### src/rtl/debug_exec.sv
// debug_exec: executes one TAP debug op at a time (halt/resume/reset, per-channel memory read/write, register setup).
// Latency: register/illegal ops done at L+1; memory ops done the cycle after ack (or after TIMEOUT request cycles); RESET done at L+RESET_CYCLES+1.
// Backpressure: four-phase op_ready_async/op_done handshake toward the TAP; per-channel mem_req held until mem_ack or timeout.
//
// Ports:
//   cpu_clk, cpu_rstn          clock, synchronous active-low reset
//   op_ready_async, op, op_data TAP request level (2-FF synchronised), opcode and operand
//   op_done, op_err, result    completion level, error flag, last read data
//   dbg_busy                   state machine not idle
//   cpu_halt, cpu_reset_req    CPU halt level and reset pulse
//   mem_req/we/addr/wdata      per-channel memory request, flattened with channel c at slice c
//   mem_ack, mem_rdata         per-channel acknowledge and read data (same cycle)
module debug_exec #(
  parameter int DATA_W       = 32,
  parameter int ADDR_W       = 32,
  parameter int OP_W         = 8,
  parameter int NUM_MEM      = 2,
  parameter int TIMEOUT      = 255,
  parameter int RESET_CYCLES = 16
) (
  input  logic                      cpu_clk,
  input  logic                      cpu_rstn,
  input  logic                      op_ready_async,
  input  logic [OP_W-1:0]           op,
  input  logic [DATA_W-1:0]         op_data,
  output logic                      op_done,
  output logic                      op_err,
  output logic [DATA_W-1:0]         result,
  output logic                      dbg_busy,
  output logic                      cpu_halt,
  output logic                      cpu_reset_req,
  output logic [NUM_MEM-1:0]        mem_req,
  output logic [NUM_MEM-1:0]        mem_we,
  output logic [NUM_MEM*ADDR_W-1:0] mem_addr,
  output logic [NUM_MEM*DATA_W-1:0] mem_wdata,
  input  logic [NUM_MEM-1:0]        mem_ack,
  input  logic [NUM_MEM*DATA_W-1:0] mem_rdata
);

  // One counter serves both the memory timeout and the reset pulse length.
  localparam int CNT_MAX = (TIMEOUT > RESET_CYCLES) ? TIMEOUT : RESET_CYCLES;
  localparam int CNT_W   = $clog2(CNT_MAX + 1);

  typedef enum logic [1:0] {
    S_IDLE = 2'd0,
    S_MEM  = 2'd1,
    S_RST  = 2'd2,
    S_DONE = 2'd3
  } state_t;

  state_t              r_state;
  state_t              w_state_nxt;
  logic                r_sync1;
  logic                r_sync2;
  logic [CNT_W-1:0]    r_cnt;
  logic [3:0]          r_chan;
  logic                r_is_write;
  logic                r_op_err;
  logic                r_halt;
  logic                r_autoinc;
  logic [DATA_W-1:0]   r_result;
  logic [ADDR_W-1:0]   r_addr  [NUM_MEM];
  logic [DATA_W-1:0]   r_wdata [NUM_MEM];

  logic [3:0]          w_c;
  logic [OP_W-1:0]     w_op_hi;
  logic                w_hi_zero;
  logic                w_c_ok;
  logic                w_is_noop;
  logic                w_is_halt;
  logic                w_is_resume;
  logic                w_is_reset;
  logic                w_is_read;
  logic                w_is_write;
  logic                w_is_saddr;
  logic                w_is_swd;
  logic                w_is_ainc;
  logic                w_illegal;
  logic                w_launch;
  logic                w_ack_hit;
  logic                w_mem_ok;
  logic                w_tmo;
  logic [NUM_MEM-1:0]  w_sel;
  logic [DATA_W-1:0]   w_rdata;
  logic [ADDR_W-1:0]   w_op_addr;

  // ---------------- opcode decode (live op, used only at launch) ----------------
  assign w_c       = op[3:0];
  assign w_op_hi   = op >> 8;
  assign w_hi_zero = (w_op_hi == '0);
  assign w_c_ok    = ({1'b0, w_c} < 5'(NUM_MEM));

  always_comb begin
    w_is_noop   = 1'b0;
    w_is_halt   = 1'b0;
    w_is_resume = 1'b0;
    w_is_reset  = 1'b0;
    w_is_read   = 1'b0;
    w_is_write  = 1'b0;
    w_is_saddr  = 1'b0;
    w_is_swd    = 1'b0;
    w_is_ainc   = 1'b0;
    if (w_hi_zero) begin
      case (op[7:4])
        4'h0: begin
          w_is_noop   = (w_c == 4'h0);
          w_is_halt   = (w_c == 4'h1);
          w_is_resume = (w_c == 4'h2);
          w_is_reset  = (w_c == 4'h3);
        end
        4'h1:    w_is_read  = w_c_ok;
        4'h2:    w_is_write = w_c_ok;
        4'h8:    w_is_saddr = w_c_ok;
        4'h9:    w_is_swd   = w_c_ok;
        4'hA:    w_is_ainc  = (w_c == 4'h0);
        default: ;
      endcase
    end
  end

  assign w_illegal = ~(w_is_noop | w_is_halt | w_is_resume | w_is_reset | w_is_read |
                       w_is_write | w_is_saddr | w_is_swd | w_is_ainc);

  // Operand to address: truncate, or zero-extend when the address is wider.
  generate
    if (ADDR_W > DATA_W) begin : g_addr_ext
      assign w_op_addr = {{(ADDR_W-DATA_W){1'b0}}, op_data};
    end else begin : g_addr_trunc
      assign w_op_addr = op_data[ADDR_W-1:0];
    end
  endgenerate

  // ---------------- active channel ----------------
  assign w_sel     = NUM_MEM'(1) << r_chan;
  assign w_ack_hit = (r_state == S_MEM) && ((mem_ack & w_sel) != '0);

  always_comb begin
    w_rdata = '0;
    for (int c = 0; c < NUM_MEM; c++) begin
      if (r_chan == 4'(c)) w_rdata = mem_rdata[c*DATA_W +: DATA_W];
    end
  end

  // ---------------- next state ----------------
  always_comb begin
    w_state_nxt = r_state;
    w_launch    = 1'b0;
    w_mem_ok    = 1'b0;
    w_tmo       = 1'b0;
    case (r_state)
      S_IDLE: begin
        if (r_sync2) begin
          w_launch = 1'b1;
          if (w_is_read || w_is_write) w_state_nxt = S_MEM;
          else if (w_is_reset)         w_state_nxt = S_RST;
          else                         w_state_nxt = S_DONE;
        end
      end
      S_MEM: begin
        // An ack in the last allowed request cycle still counts as success.
        if (w_ack_hit) begin
          w_mem_ok    = 1'b1;
          w_state_nxt = S_DONE;
        end else if (r_cnt == CNT_W'(TIMEOUT - 1)) begin
          w_tmo       = 1'b1;
          w_state_nxt = S_DONE;
        end
      end
      S_RST: begin
        if (r_cnt == CNT_W'(RESET_CYCLES - 1)) w_state_nxt = S_DONE;
      end
      S_DONE: begin
        // Request drops seen earlier are only acted on here.
        if (!r_sync2) w_state_nxt = S_IDLE;
      end
      default: w_state_nxt = S_IDLE;
    endcase
  end

  // ---------------- registers ----------------
  always_ff @(posedge cpu_clk) begin
    if (!cpu_rstn) begin
      r_sync1    <= 1'b0;
      r_sync2    <= 1'b0;
      r_state    <= S_IDLE;
      r_cnt      <= '0;
      r_chan     <= '0;
      r_is_write <= 1'b0;
      r_op_err   <= 1'b0;
      r_halt     <= 1'b0;
      r_autoinc  <= 1'b0;
      r_result   <= '0;
      for (int c = 0; c < NUM_MEM; c++) begin
        r_addr[c]  <= '0;
        r_wdata[c] <= '0;
      end
    end else begin
      r_sync1 <= op_ready_async;
      r_sync2 <= r_sync1;
      r_state <= w_state_nxt;

      if (w_launch) r_cnt <= '0;
      else if (r_state == S_MEM || r_state == S_RST) r_cnt <= r_cnt + CNT_W'(1);

      if (w_launch) begin
        r_op_err   <= w_illegal;
        r_chan     <= w_c;
        r_is_write <= w_is_write;
        if (w_is_halt)   r_halt    <= 1'b1;
        if (w_is_resume) r_halt    <= 1'b0;
        if (w_is_ainc)   r_autoinc <= op_data[0];
        for (int c = 0; c < NUM_MEM; c++) begin
          if (w_is_saddr && w_c == 4'(c)) r_addr[c]  <= w_op_addr;
          if (w_is_swd   && w_c == 4'(c)) r_wdata[c] <= op_data;
        end
      end

      if (w_mem_ok) begin
        if (!r_is_write) r_result <= w_rdata;
        if (r_autoinc) begin
          for (int c = 0; c < NUM_MEM; c++) begin
            if (r_chan == 4'(c)) r_addr[c] <= r_addr[c] + ADDR_W'(1);
          end
        end
      end

      if (w_tmo) r_op_err <= 1'b1;
    end
  end

  // ---------------- outputs ----------------
  assign op_done       = (r_state == S_DONE);
  assign dbg_busy      = (r_state != S_IDLE);
  assign cpu_reset_req = (r_state == S_RST);
  assign op_err        = r_op_err;
  assign result        = r_result;
  assign cpu_halt      = r_halt;
  assign mem_req       = (r_state == S_MEM) ? w_sel : '0;
  assign mem_we        = (r_state == S_MEM && r_is_write) ? w_sel : '0;

  generate
    for (genvar g = 0; g < NUM_MEM; g++) begin : g_chan_out
      assign mem_addr[g*ADDR_W +: ADDR_W]  = r_addr[g];
      assign mem_wdata[g*DATA_W +: DATA_W] = r_wdata[g];
    end
  endgenerate

endmodule

### config.mk
export PLATFORM = sky130hd
export DESIGN_NAME = debug_exec
export DESIGN_NICKNAME = d
export VERILOG_FILES = /design/src/rtl/debug_exec.sv
export SDC_FILE = /design/constraint.sdc
export NUM_CORES = 1
export LEC_CHECK = 0
export ABC_AREA = 1
export BUFFER_PORTS_ARGS = -buffer_cell sky130_fd_sc_hd__buf_2
export CORE_MARGIN = 3
export CORE_UTILIZATION = 40
export CTS_CLUSTER_DIAMETER = 30
export CTS_CLUSTER_SIZE = 28
export DETAILED_ROUTE_END_ITERATION = 16
export HOLD_SLACK_MARGIN = 0.05
export SLEW_MARGIN = 5
export SYNTH_ARGS = -nofsm -noshare
export SYNTH_HDL_FRONTEND = slang
export SYNTH_SLANG_ARGS = --single-unit
### constraint.sdc
create_clock -name cpu_clk -period 5.7 [get_ports cpu_clk]
set_clock_uncertainty 0.15 [all_clocks]
set_input_delay 1.71 -clock cpu_clk [delete_from_list [all_inputs] [get_ports cpu_clk]]
set_output_delay 1.71 -clock cpu_clk [all_outputs]
set_load 0.03 [all_outputs]
---- After elaboration in Yosys (flattened, before gate mapping) ----
Memories as Yosys holds them, arrays and structs flattened.
Index checks and enable logic that the tools add are counted.
operators by class
  mux-type cells .......................... 65
  $lt $le $gt $ge ......................... 1
  equal/unequal tests ..................... 18
  shift operators ......................... 1
  bitwise gates (word level) .............. 18
  reductions and logical operators ........ 21
  add/sub/neg operators ................... 3
operator list
  cell                     count
  $mux W32                 8
  $add A32 B1 Y32 const B  2
  $mux W1                  48
  $mux W2                  8
  $or A1 B1 Y1             14
  $eq A4 B1 Y1 const B     3
  $eq A4 B2 Y1 const B     3
  $eq A4 B4 Y1 const B     3
  $logic_not A4 Y1         3
  $add A8 B1 Y8 const B    1
  $eq A8 B4 Y1 const B     1
  $eq A8 B8 Y1 const B     1
  $pmux W2 S4              1
  $reduce_bool A2 Y1       4
  $logic_and A1 B1 Y1      6
  $reduce_and A2 Y1        3
  $eq A2 B2 Y1 const B     2
  $lt A4 B2 Y1 const B     1
  $ne A2 B2 Y1 const B     2
  $reduce_and A4 Y1        1
  $shl A1 B4 Y2 const A    1
  $ne A3 B3 Y1 const B     1
  $not A1 Y1               3
  $and A2 B2 Y2            1
  other kinds (5)          6
storage, ports and cells
  flip-flop bits (word level) ............. 52
  input bits .............................. 109
  RAM bits ................................ 128
  memories kept ........................... 2
  word-level logic and storage cells ...... 139
memories
  memory   depth  bits a word  read ports  clocked after Yosys merged registers in  write ports  RTL line  text
  r_addr   2      32           2           0                                        2            62        logic [ADDR_W-1:0] r_addr [NUM_MEM];
  r_wdata  2      32           2           0                                        2            63        logic [DATA_W-1:0] r_wdata [NUM_MEM];

---- Depth between registers and ports, before layout ----
  depth in word-level cells ............... 13
  depth in mapped cells ................... 11

---- Worst setup path after synthesis ----
Ideal clock, no wire load.
  kind .................................... input port to flip-flop
  from .................................... in op[2]
  to ...................................... mem r_wdata[0][0], enable pin
  data required time ...................... 5,084 ps
  setup slack ............................. 642 ps
  arrival ................................. 4,442 ps
  path buffers ............................ 0
  cell stages on the path ................. 5
  library setup time ...................... 466 ps
  cell sequence ........................... nor2_1 nand2_1 nor2_1 nand2_1 o21ai_0
RTL lines
  item                RTL line  text
  start: declaration  24        input logic [OP_W-1:0] op,
  end: declaration    63

---- Worst setup path in the final report ----
  from .................................... reg r_chan[1]
  to ...................................... out mem_req[0]
on the way
  word-level cells in the longest chain between the ends .. 2
RTL lines
  item                      RTL line  text
  start: declaration        56        logic [3:0] r_chan;
  start signal: assignment  207       r_chan <= w_c;
  $shl A1 B4 Y2             134       assign w_sel = NUM_MEM'(1) << r_chan;
  $mux W2                   238       assign mem_req = (r_state == S_MEM) ? w_sel : '0;
  end: declaration          32        output logic [NUM_MEM-1:0] mem_req,
No other way between the ends.

==> results.cfg <==
[logic_synthesis]
seq_area_frac_synth_pct = 54.3
synth.most_common_cell = nand2_1
synth_top_family_by_area = simple AND/OR/NAND/NOR gates
synth-simple-area-share_pct = 26.7
ys_warn_count = 0
ys_ff_latch = 180
syn_area_mm2 = 0.00900
synth_compound_area_share_pct = 7.77
synth_common_cells = 222 x nand2_1, 163 x nand3_1, 133 x inv_1
synth_cell_types = 35
syn_nets = 1185
synth.area.mux_share_pct = 0
yosysTopAreaCell = edfxtp_1
synth_xor_area_share_pct = 2.53
synth_edf_count = 128
syn_inst = 1068
synthAdderAreaFrac_pct = 1.11
async_reset_ff_share_pct = 0
synth_flop_cell = edfxtp_1
netlist.area_leader.share_pct = 42.7
avgSynthCellArea_um2 = 8.43
synth_area_leaders = edfxtp_1 43%, dfxtp_1 12%, nand2_1 9.3%

[routing]
final_antenna_net_count = 0
dr.pass1.iters = 5
drtIter0Drc = 557
num_vias = 8386
wire_per_inst_um = 17.5
route.final.wire_length_um = 28500
drc_errors = 0
vias_per_cell = 5.15

[timing]
fmax_mhz = 251
max-slew-margin-rel_pct = 33.2
finalSetupViolCount = 0
rsz0062_at_grt = no
hold_violations = 0
slew_viol_final = 0
period_needed_ns = 3.98
tightest_slew_ns = 1.00
post-route-period-util_pct = 69.8
final.setup.tns_ns = 0
fin_ws_ns = 1.72

[worst_setup_path]
cp.required_ns = 3.84
cp_slowest_cell = nor2_4
rrSetupSlack_ns = 2.66
worstSetupPathType = reg2out
cp_top_family = simple AND/OR/NAND/NOR gates
critical_path_buf_inv_count = 1
reg2reg_to = result[25]
worst-path-max-fanout = 34
path_cells = nor2_4 -> nand2_1 -> nor2_1 -> buf_2
startpoint_type = flip-flop
critPathArrivalTime_ns = 2.12
r2r-start = r_chan[0]
cp.depth = 4
endpoint_kind = output port
reg2regPathDepth = 8
max_stage_delay_ns = 0.62

[global_route]
busiest_layer = met2
grt_pass1_vias = 7829
globalRouteTotalUtil_pct = 23.0
grt_max_degree = 69
overflow = 0
grtUsageMet2_pct = 39.6
grt_pass1_wl_um = 43400
antenna_found_initial = 2
met3_usage_pct = 5.35
met1_usage_pct = 28.4

[cells_and_area]
nFillCells = 2138
syn_to_final_growth_pct = 25.4
nNetsFinal = 1452
drive_gt1_share_pct = 25.4
num_antenna_cells = 0
fin_area_mm2 = 0.0113

[place]
gp_congestion = 0.895
io_buffers = 277
dpl_cell_area_mm2 = 0.0107
dp_hpwl_um = 21800
dpl_worst_slack_ns = 1.45

[worst_hold_path]
hold_depth = 2
hold_start = r_sync1
holdPathEnd = r_sync2
hold_class = reg2reg

[cts]
tritoncts = yes
clk_pin_slew_ns = 0.07
htreeDepth = 4
cts.sinks = 180
cts_root_buf = clkbuf_16
cts_setup_buffers = 0
cts_hold_buf = 0
cts-buffers-inserted = 17
clk_latency_ns = 0.44
clk_path_buf_depth = 2
postCtsResizedCells = 0

[power]
vdd_drop_max_uv = 169
p_leak_nw = 5.28
power.density_mw_per_mm2 = 306

[die]
die_y_um = 156
die-area_mm2 = 0.0243
core_mm2 = 0.0220
io_pins = 278
rows = 54
die_x_um = 156
initial_core_util_pct = 41.0

[status]
status = finished, final reports clean

[flow_run]
drv_cap = 0
[flip-flops by register name, summed over array words and instances (netlist names)]
signal,cells
r_addr,64
r_wdata,64
result,32
r_cnt,8
r_chan,4
r_state,2
cpu_halt,1
op_err,1
r_autoinc,1
r_is_write,1
r_sync1,1
r_sync2,1
[metrics by stage]
stage	power [mW]	util, %	hold WS (ns)	cells
CTS	3.49	51.4	0.279	1628
floorplan	2.05	-	0.240	1068
detailed placement	2.29	48.6	0.255	1596
global placement	2.29	48.6	0.248	1596
global route	3.63	51.4	0.305	1628
finish	3.46	51.4	0.273	1628
[how the worst max path moves through the flow]
| stage | from | to | slack (ns) |
|---|---|---|---|
| final | r_chan[1] | mem_req[0] | 1.72 |
| after global routing | r_chan[0] | mem_we[1] | 1.52 |
| after global placement | cpu_rstn | r_addr[0][6] | 1.52 |
| after CTS | r_chan[1] | mem_req[0] | 1.67 |
| after floorplan | op[2] | r_wdata[0][0] | 0.64 |
| after detailed placement | cpu_rstn | r_addr[0][6] | 1.45 |
[final cells by class]
class	instances	area [um^2]	share of cell area, %
Inverter	136	510	4.52
Sequential cell	180	4880	43.3
Clock buffer	17	425	3.77
Multi-Input combinational cell	713	3460	30.7
Tap cell	280	350	3.10
Timing Repair Buffer	287	1460	13.0
Clock inverter	15	193	1.71
[placed cells by master (no fill, tap or decap), drive strengths merged, types with 4 or more instances in the layout]
master,instances
a21oi,45
buf,287
clkbuf,17
clkinv,7
dfxtp,52
edfxtp,128
ha,8
inv,143
nand2,223
nand3,165
nand4,18
nor2,110
nor3,23
o21ai,73
or2,4
xnor2,6
xor2,20
[metal layers]
metal | vias to the layer above | part of all wire, %
met5 | - | 0.081
met2 | 368 | 50
met1 | 3856 | 39
li1 | 4120 | -
met3 | 38 | 8.4
met4 | 4 | 2.6
[worst register-to-register path, stage by stage (launching register included)]
cell and delay (ns):
dfxtp_1 0.38, inv_2 0.07, nor2_4 0.58, nand3_1 0.24, nand2_1 0.14, nand3_2 0.69, buf_4 0.47, o21ai_0 0.15
a21oi_1 0.05
[cell families (layout without fill, tap and decap cells)]
kind of cell / count (synthesis) / after routing
compound gates: 131 / 131
xor+xnor: 26 / 26
fa+ha+maj: 8 / 8
buf+inv: 175 / 455
flops: 180 / 180
simple gates: 548 / 548
[power breakdown]
part	internal, mW	switching (mW)	leakage, nW
sequential	1.49	0.0676	1.74
clock	0.603	0.596	0.296
combinational	0.207	0.493	3.24
total	2.30	1.16	5.28
Note: power is estimated with default switching activity, not from simulation.
